## src/rtl/feature_quant_packer.sv

```systemverilog
// feature_quant_packer: requantises signed 16-bit accumulators to 8-bit pixels and packs
// 16 of them into a channel-major 128-bit frame behind a ping-pong output register.
module feature_quant_packer #(
    parameter int SHIFT = 4
) (
    input  logic          clk,
    input  logic          rst,
    input  logic          in_valid,
    output logic          in_ready,
    input  logic [15:0]   in_data,
    input  logic          in_last,
    output logic          out_valid,
    input  logic          out_ready,
    output logic [127:0]  out_data_flat,
    output logic          frame_err
);
    localparam logic [16:0] RND = (17'(1) << SHIFT) >> 1;

    logic [3:0]         cnt;
    logic [127:0]       asm_q, asm_d;
    logic               asm_full, acc, done, free;
    logic signed [16:0] sum, t;
    logic [7:0]         pixel;

    assign in_ready = !asm_full & !rst;
    assign acc      = in_valid & in_ready;
    assign done     = acc & (cnt == 4'd15);
    assign free     = !out_valid | out_ready;

    // asm_d is the assembly frame with the current sample merged in, so a completing
    // frame can go straight to the output register without waiting a cycle
    always_comb begin
        sum   = $signed({in_data[15], in_data}) + $signed(RND);
        t     = sum >>> SHIFT;
        pixel = t[16] ? 8'd0 : (|t[15:8]) ? 8'hff : t[7:0];
        asm_d = asm_q;
        asm_d[{cnt, 3'b000} +: 8] = pixel;
    end

    always_ff @(posedge clk) begin
        if (rst) begin
            cnt           <= '0;
            asm_q         <= '0;
            asm_full      <= 1'b0;
            out_valid     <= 1'b0;
            out_data_flat <= '0;
            frame_err     <= 1'b0;
        end else begin
            frame_err <= acc & (in_last ^ (cnt == 4'd15));
            if (acc) begin
                cnt   <= (done | in_last) ? 4'd0 : cnt + 4'd1;
                asm_q <= asm_d;
            end
            if (free & (done | asm_full)) begin
                out_data_flat <= asm_full ? asm_q : asm_d;
                out_valid     <= 1'b1;
                asm_full      <= 1'b0;
            end else begin
                if (done) asm_full <= 1'b1;
                if (out_ready) out_valid <= 1'b0;
            end
        end
    end
endmodule

```

## config.mk

```make
export PLATFORM = sky130hd
export DESIGN_NAME = feature_quant_packer
export DESIGN_NICKNAME = d
export VERILOG_FILES = /design/src/rtl/feature_quant_packer.sv
export SDC_FILE = /design/constraint.sdc
export NUM_CORES = 1
export LEC_CHECK = 0
export BUFFER_PORTS_ARGS = -buffer_cell sky130_fd_sc_hd__buf_2
export CORE_ASPECT_RATIO = 0.6
export CORE_MARGIN = 5
export CORE_UTILIZATION = 60
export CTS_CLUSTER_DIAMETER = 150
export DETAILED_ROUTE_END_ITERATION = 10
export GPL_ROUTABILITY_DRIVEN = 0
export PLACE_DENSITY = 0.83
export SETUP_SLACK_MARGIN = 0.02
export SLEW_MARGIN = 0
export SYNTH_ARGS = -nofsm -noshare
export SYNTH_HDL_FRONTEND = slang
export SYNTH_SLANG_ARGS = --single-unit
```

## constraint.sdc

```tcl
create_clock -name clk -period 6.7 [get_ports clk]
set_clock_uncertainty 0.15 [all_clocks]
set_input_delay 0.335 -clock clk [delete_from_list [all_inputs] [get_ports clk]]
set_output_delay 0.335 -clock clk [all_outputs]
set_load 0.005 [all_outputs]
```

=== Word level (Yosys, flattened, before mapping) ===
Index checks and enable logic that the tools add are counted.

* Shift operators: 2
* Bitwise operators: 9
* Equal/unequal tests: 1
* Add/sub/neg operators: 3
* Reductions and logical operators: 6
* Multiplexer cells: 7

{| class="wikitable"
|+ Operators by type and width
! cell !! count
|-
| $bwmux W128 || 1
|-
| $mux W128 || 1
|-
| $shift A8 B9 Y128 const A || 1
|-
| $shiftx A8 B9 Y128 || 1
|-
| $add A16 B5 Y17 const B || 1
|-
| $mux W8 || 2
|-
| $neg A7 Y9 || 1
|-
| $and A1 B1 Y1 || 5
|-
| $reduce_or A5 Y1 || 1
|-
| $add A4 B1 Y4 const B || 1
|-
| $eq A4 B4 Y1 const B || 1
|-
| $mux W4 || 1
|-
| $logic_not A1 Y1 || 3
|-
| $or A1 B1 Y1 || 3
|-
| $mux W1 || 2
|-
| $reduce_bool A2 Y1 || 1
|-
| $reduce_or A2 Y1 || 1
|-
| $xor A1 B1 Y1 || 1
|}

* Input bits: 21
* Bits in registers: 263
* Logic and storage cells: 34
* Output and inout port bits: 131

=== Depth between registers and ports, before layout ===
* Word-level depth: 7
* Mapped depth: 11
* Gate-level depth less buffers: 8

=== Least setup slack after synthesis ===
OpenSTA, ideal clock, no wires.

* Path type: reg-to-reg
* Start point: register cnt[0]
* End point: register asm_q[112]
* Stages on the path, launching flop included: 11
* Slack: 4.072 ns
* Buffers on the path: 3
* Clock period less this slack: 2.628 ns
* Library setup time: 0.087 ns
* Required time: 6.463 ns
* Arrival time: 2.391 ns
* Cell sequence: dfxtp_1 clkbuf_1 inv_1 ha_1 clkbuf_1 nand2_1 a211o_1 nor2_1 clkbuf_1 nand2_1 o31ai_1

* Cells in the longest elaborated chain, start to end: 3
* Elaborated cells on any way between the ends: 4
* Those cells by class: add/sub: 1; shift: 2; mux: 1

{| class="wikitable"
|+ Ends and longest elaborated chain
! what !! RTL line !! RTL
|-
| from (decl) || 19 || <nowiki>logic [3:0] cnt;</nowiki>
|-
| from (signal assigned) || 51 || <nowiki>cnt <= (done | in_last) ? 4'd0 : cnt + 4'd1;</nowiki>
|-
| $neg A7 Y9 (*) || 37 || <nowiki>asm_d[{cnt, 3'b000} +: 8] = pixel;</nowiki>
|-
| $shiftx A8 B9 Y128 / $shift A8 B9 Y128 (equally long branches) || 37 ||
|-
| $bwmux W128 (*) || 37 ||
|-
| to (signal assigned) || 52 || <nowiki>asm_q <= asm_d;</nowiki>
|-
| to (decl) || 20 || <nowiki>logic [127:0] asm_q, asm_d;</nowiki>
|}

Mark *: on every way between the ends. The rest lies on a longest branch, timed or not.
A chain may end at the register's enable or synchronous reset.

=== Worst setup path after layout ===
* Start point: register cnt[0]
* End point: register out_data_flat[84]

* Cells in the longest elaborated chain, start to end: 4
* Elaborated cells on any way between the ends: 9
* Those cells by class: add/sub: 1; eq/ne: 1; shift: 2; mux: 2; bitwise: 3

{| class="wikitable"
|+ Ends and longest elaborated chain
! what !! RTL line !! RTL
|-
| $neg A7 Y9 / $eq A4 B4 Y1 (equally long branches) || 37, 27 ||
|-
| $shiftx A8 B9 Y128 (tied with other cells) || 37 ||
|-
| $bwmux W128 / $or A1 B1 Y1 (equally long branches) || 37, 54 ||
|-
| $mux W128 / $and A1 B1 Y1 (equally long branches) || 55, 54 ||
|-
| to (signal assigned) || 55 || <nowiki>out_data_flat <= asm_full ? asm_q : asm_d;</nowiki>
|-
| to (decl) || 14 || <nowiki>output logic [127:0] out_data_flat,</nowiki>
|}

Parallel ways exist; a longest one is shown, timed or not.

==> flow_summary_export.csv <==
group,metric,value,unit
route,totalWireLength,28600,µm
setup_path,worstPathMaxFanout,82,
timing,finalHoldViolations,0,
route,drt_first_iter_violations,1154,
finish,antenna_cells,0,
power_and_ir_drop,p_total,3.07,mW
route,wl_per_cell,18.9,µm
worst_hold_path,hold_path_class,"in -> reg",
synthesis,synth_edf_count,0,
status,status,"finished clean",
die,rows,36,
synthesis,avgSynthCellArea,8.65,µm²
cts,clkSinkCount,263,
grt,grt_max_degree,96,
die,io_pins,152,
die,core,0.0164,mm²
cts,htree_levels,1,
timing,setup_viol,0,
timing,rsz0062_at_grt,"no",
synthesis,ys.flop_type,"dfxtp_1",
grt,grt_pass1_vias,8426,
synthesis,ys_top_cells_by_area,"dfxtp_1, nand2_1, o21ai_0, a21oi_1, nand3_1",
finish,drive_above_1_share,17.4,%
synthesis,synth_top_cell_by_area,"dfxtp_1",
timing,worstMarginPinSlew,1240,ps
route,ant_nets,0,
cts,cts_root_buf,"clkbuf_16",
finish,fill_cells,1303,
cts,cts_tree,"yes",
power_and_ir_drop,power_leakage,4.56,nW
synthesis,synth_top_area_share,51.8,%
finish,ff_latch_area,0.00527,mm²
route,via_per_inst,6.09,
synthesis,synth.distinct_cells,55,
timing,max_slew_margin,16.8,%
grt,grt_pass1_wl,45000,µm
timing,period_share,52.3,%
die,fp.dieArea,0.0197,mm²
cts,cts_setup_buffers,0,
grt,grt_usage,27.7,%
route,drt_drc_violations_left,0,
grt,antenna_found_initial,0,
die,die_x,178,µm
route,num_vias,9223,
timing,final-max-slew-violation-count,0,
cts,clk_latency,520,ps
timing,setup_tns,0,ps
finish,area_growth,15.0,%
setup_path,path_class,"reg -> reg",
grt,overflow,0,
power_and_ir_drop,irDropWorstVdd,173,µV
finish,fin_nets,1298,
setup_path,startpoint_type,"flop",
finish,multi_input_area,0.00452,mm²
die,start_util,61.8,%
cts,cts_buffers,23,
setup_path,cp.required,6980,ps
synthesis,synth_area,0.0102,mm²
cts,path_clk_slew,70,ps
synthesis,synthTopCellsByCount,"dfxtp_1, nand2_1, o21ai_0, a21oi_1, nor2_1",
placement,portBuffers,148,
setup_path,cp-end-kind,"flop",
synthesis,syn_nets,1200,
timing,fin_crit,3500,ps
power_and_ir_drop,pwr_density_cell,262,mW/mm²
run,drv_cap,0,
setup_path,reg2reg_slack,3200,ps
synthesis,yosysSeqAreaShare,51.8,%
synthesis,ys_ff_latch,263,
synthesis,yosysMostFrequentCell,"dfxtp_1",
synthesis,ys_async_sr_fraction,0,%
placement,place.detailed.hpwl,18300,µm
setup_path,cp.arrival,3790,ps
synthesis,synthCells,1174,
synthesis,yosys_warnings,0,
timing,max_freq,0.285,GHz
die,die_height,111,µm
route,dr.pass1.iters,7,
cts,cts.path.max_buffers,3,
critical path, stage by stage, from the launching register on:
cell      delay (ps)
dfxtp_1          500
ha_1             320
and3_1           220
a31oi_1          480
nand2b_4         500
buf_4            750
a21oi_1          160
a211oi_1         260
registers in the layout, summed over array words and instances (netlist names):
register	flops
asm_full	1
out_valid	1
asm_q	128
cnt	4
out_data_flat	128
frame_err	1
placed cells by master, fill, tap and decap left out, drive strengths merged, types with 5 or more instances in the layout:
cell type	instances
dfxtp	263
nand2	236
buf	153
o21ai	122
a21oi	103
nand3	77
nor2	73
a22o	36
clkbuf	30
a221oi	28
nor3	18
inv	16
a31oi	16
and3	11
a211oi	11
nand2b	9
xnor2	7
o31ai	7
nor2b	6
a311oi	5
ha	5
and2	5
nand4	5
path summary, 6_finish.rpt:
kind | from | end | depth (start not counted)
setup / recovery | cnt[0]$_SDFFE_PP0P_ | out_data_flat[84]$_SDFFE_PP0P_ | 7
hold / removal | rst | out_data_flat[34]$_SDFFE_PP0P_ | 2
hold reg to reg | out_data_flat[59]$_SDFFE_PP0P_ | out_data_flat[59]$_SDFFE_PP0P_ | 2
setup reg to reg | cnt[0]$_SDFFE_PP0P_ | out_data_flat[84]$_SDFFE_PP0P_ | 7
cells by family (layout without fill, tap and decap cells):
| kind of cell | Yosys count | after routing | share of synthesized area [%] |
|---|---|---|---|
| adders and majority gates | 5 | 5 | 0.616 |
| AOI/OAI and AO/OA | 343 | 343 | 22.0 |
| muxes | 4 | 4 | 0.640 |
| DFF | 263 | 263 | 51.8 |
| xor gates and xnor gates | 11 | 11 | 0.948 |
| buffers and inverters | 95 | 208 | 3.86 |
| and+or+nand+nor | 453 | 453 | 20.1 |
what timing repair did:
item	4_1_cts	5_1_grt
hold buffers	1	0
gates resized for setup	0	0
hold endpoints to repair	1	0
power breakdown:
part / internal [mW] / total, mW / switching (mW)
clock: 0.783 / 1.36 / 0.579
sequential: 1.57 / 1.57 / 0.00523
combinational: 0.0269 / 0.131 / 0.104
layer usage:
layer / routed length, µm / vias to the layer above / global-route usage (%)
met5: 0 / - / 0
met4: 483 / 0 / 5.20
met3: 3220 / 45 / 6.27
met2: 12600 / 489 / 42.0
met1: 12400 / 4376 / 40.8
li1: - / 4313 / -
through the flow:
stage / utilization (%) / setup WS, ps / hold WS [ps] / area [µm²] / std cells
3_5_place_dp: 66.3 / 3290 / 286 / 10900 / 1474
5_1_grt: 71.1 / 3010 / 68.2 / 11700 / 1515
3_3_place_gp: 66.3 / 3410 / 283 / 10900 / 1474
2_1_floorplan: - / 4070 / 275 / 10200 / 1174
6_report: 71.1 / 3200 / 62.7 / 11700 / 1515
4_1_cts: 71.1 / 3240 / 55.2 / 11700 / 1515
layout make-up:
type	instances	share of cell area [%]
Multi-Input combinational cell	816	38.7
Clock inverter	10	1.16
Tap cell	228	2.44
Sequential cell	263	45.1
Timing Repair Buffer	154	6.77
Clock buffer	30	5.41
Inverter	14	0.450
Note: power is estimated with default switching activity, not from simulation.
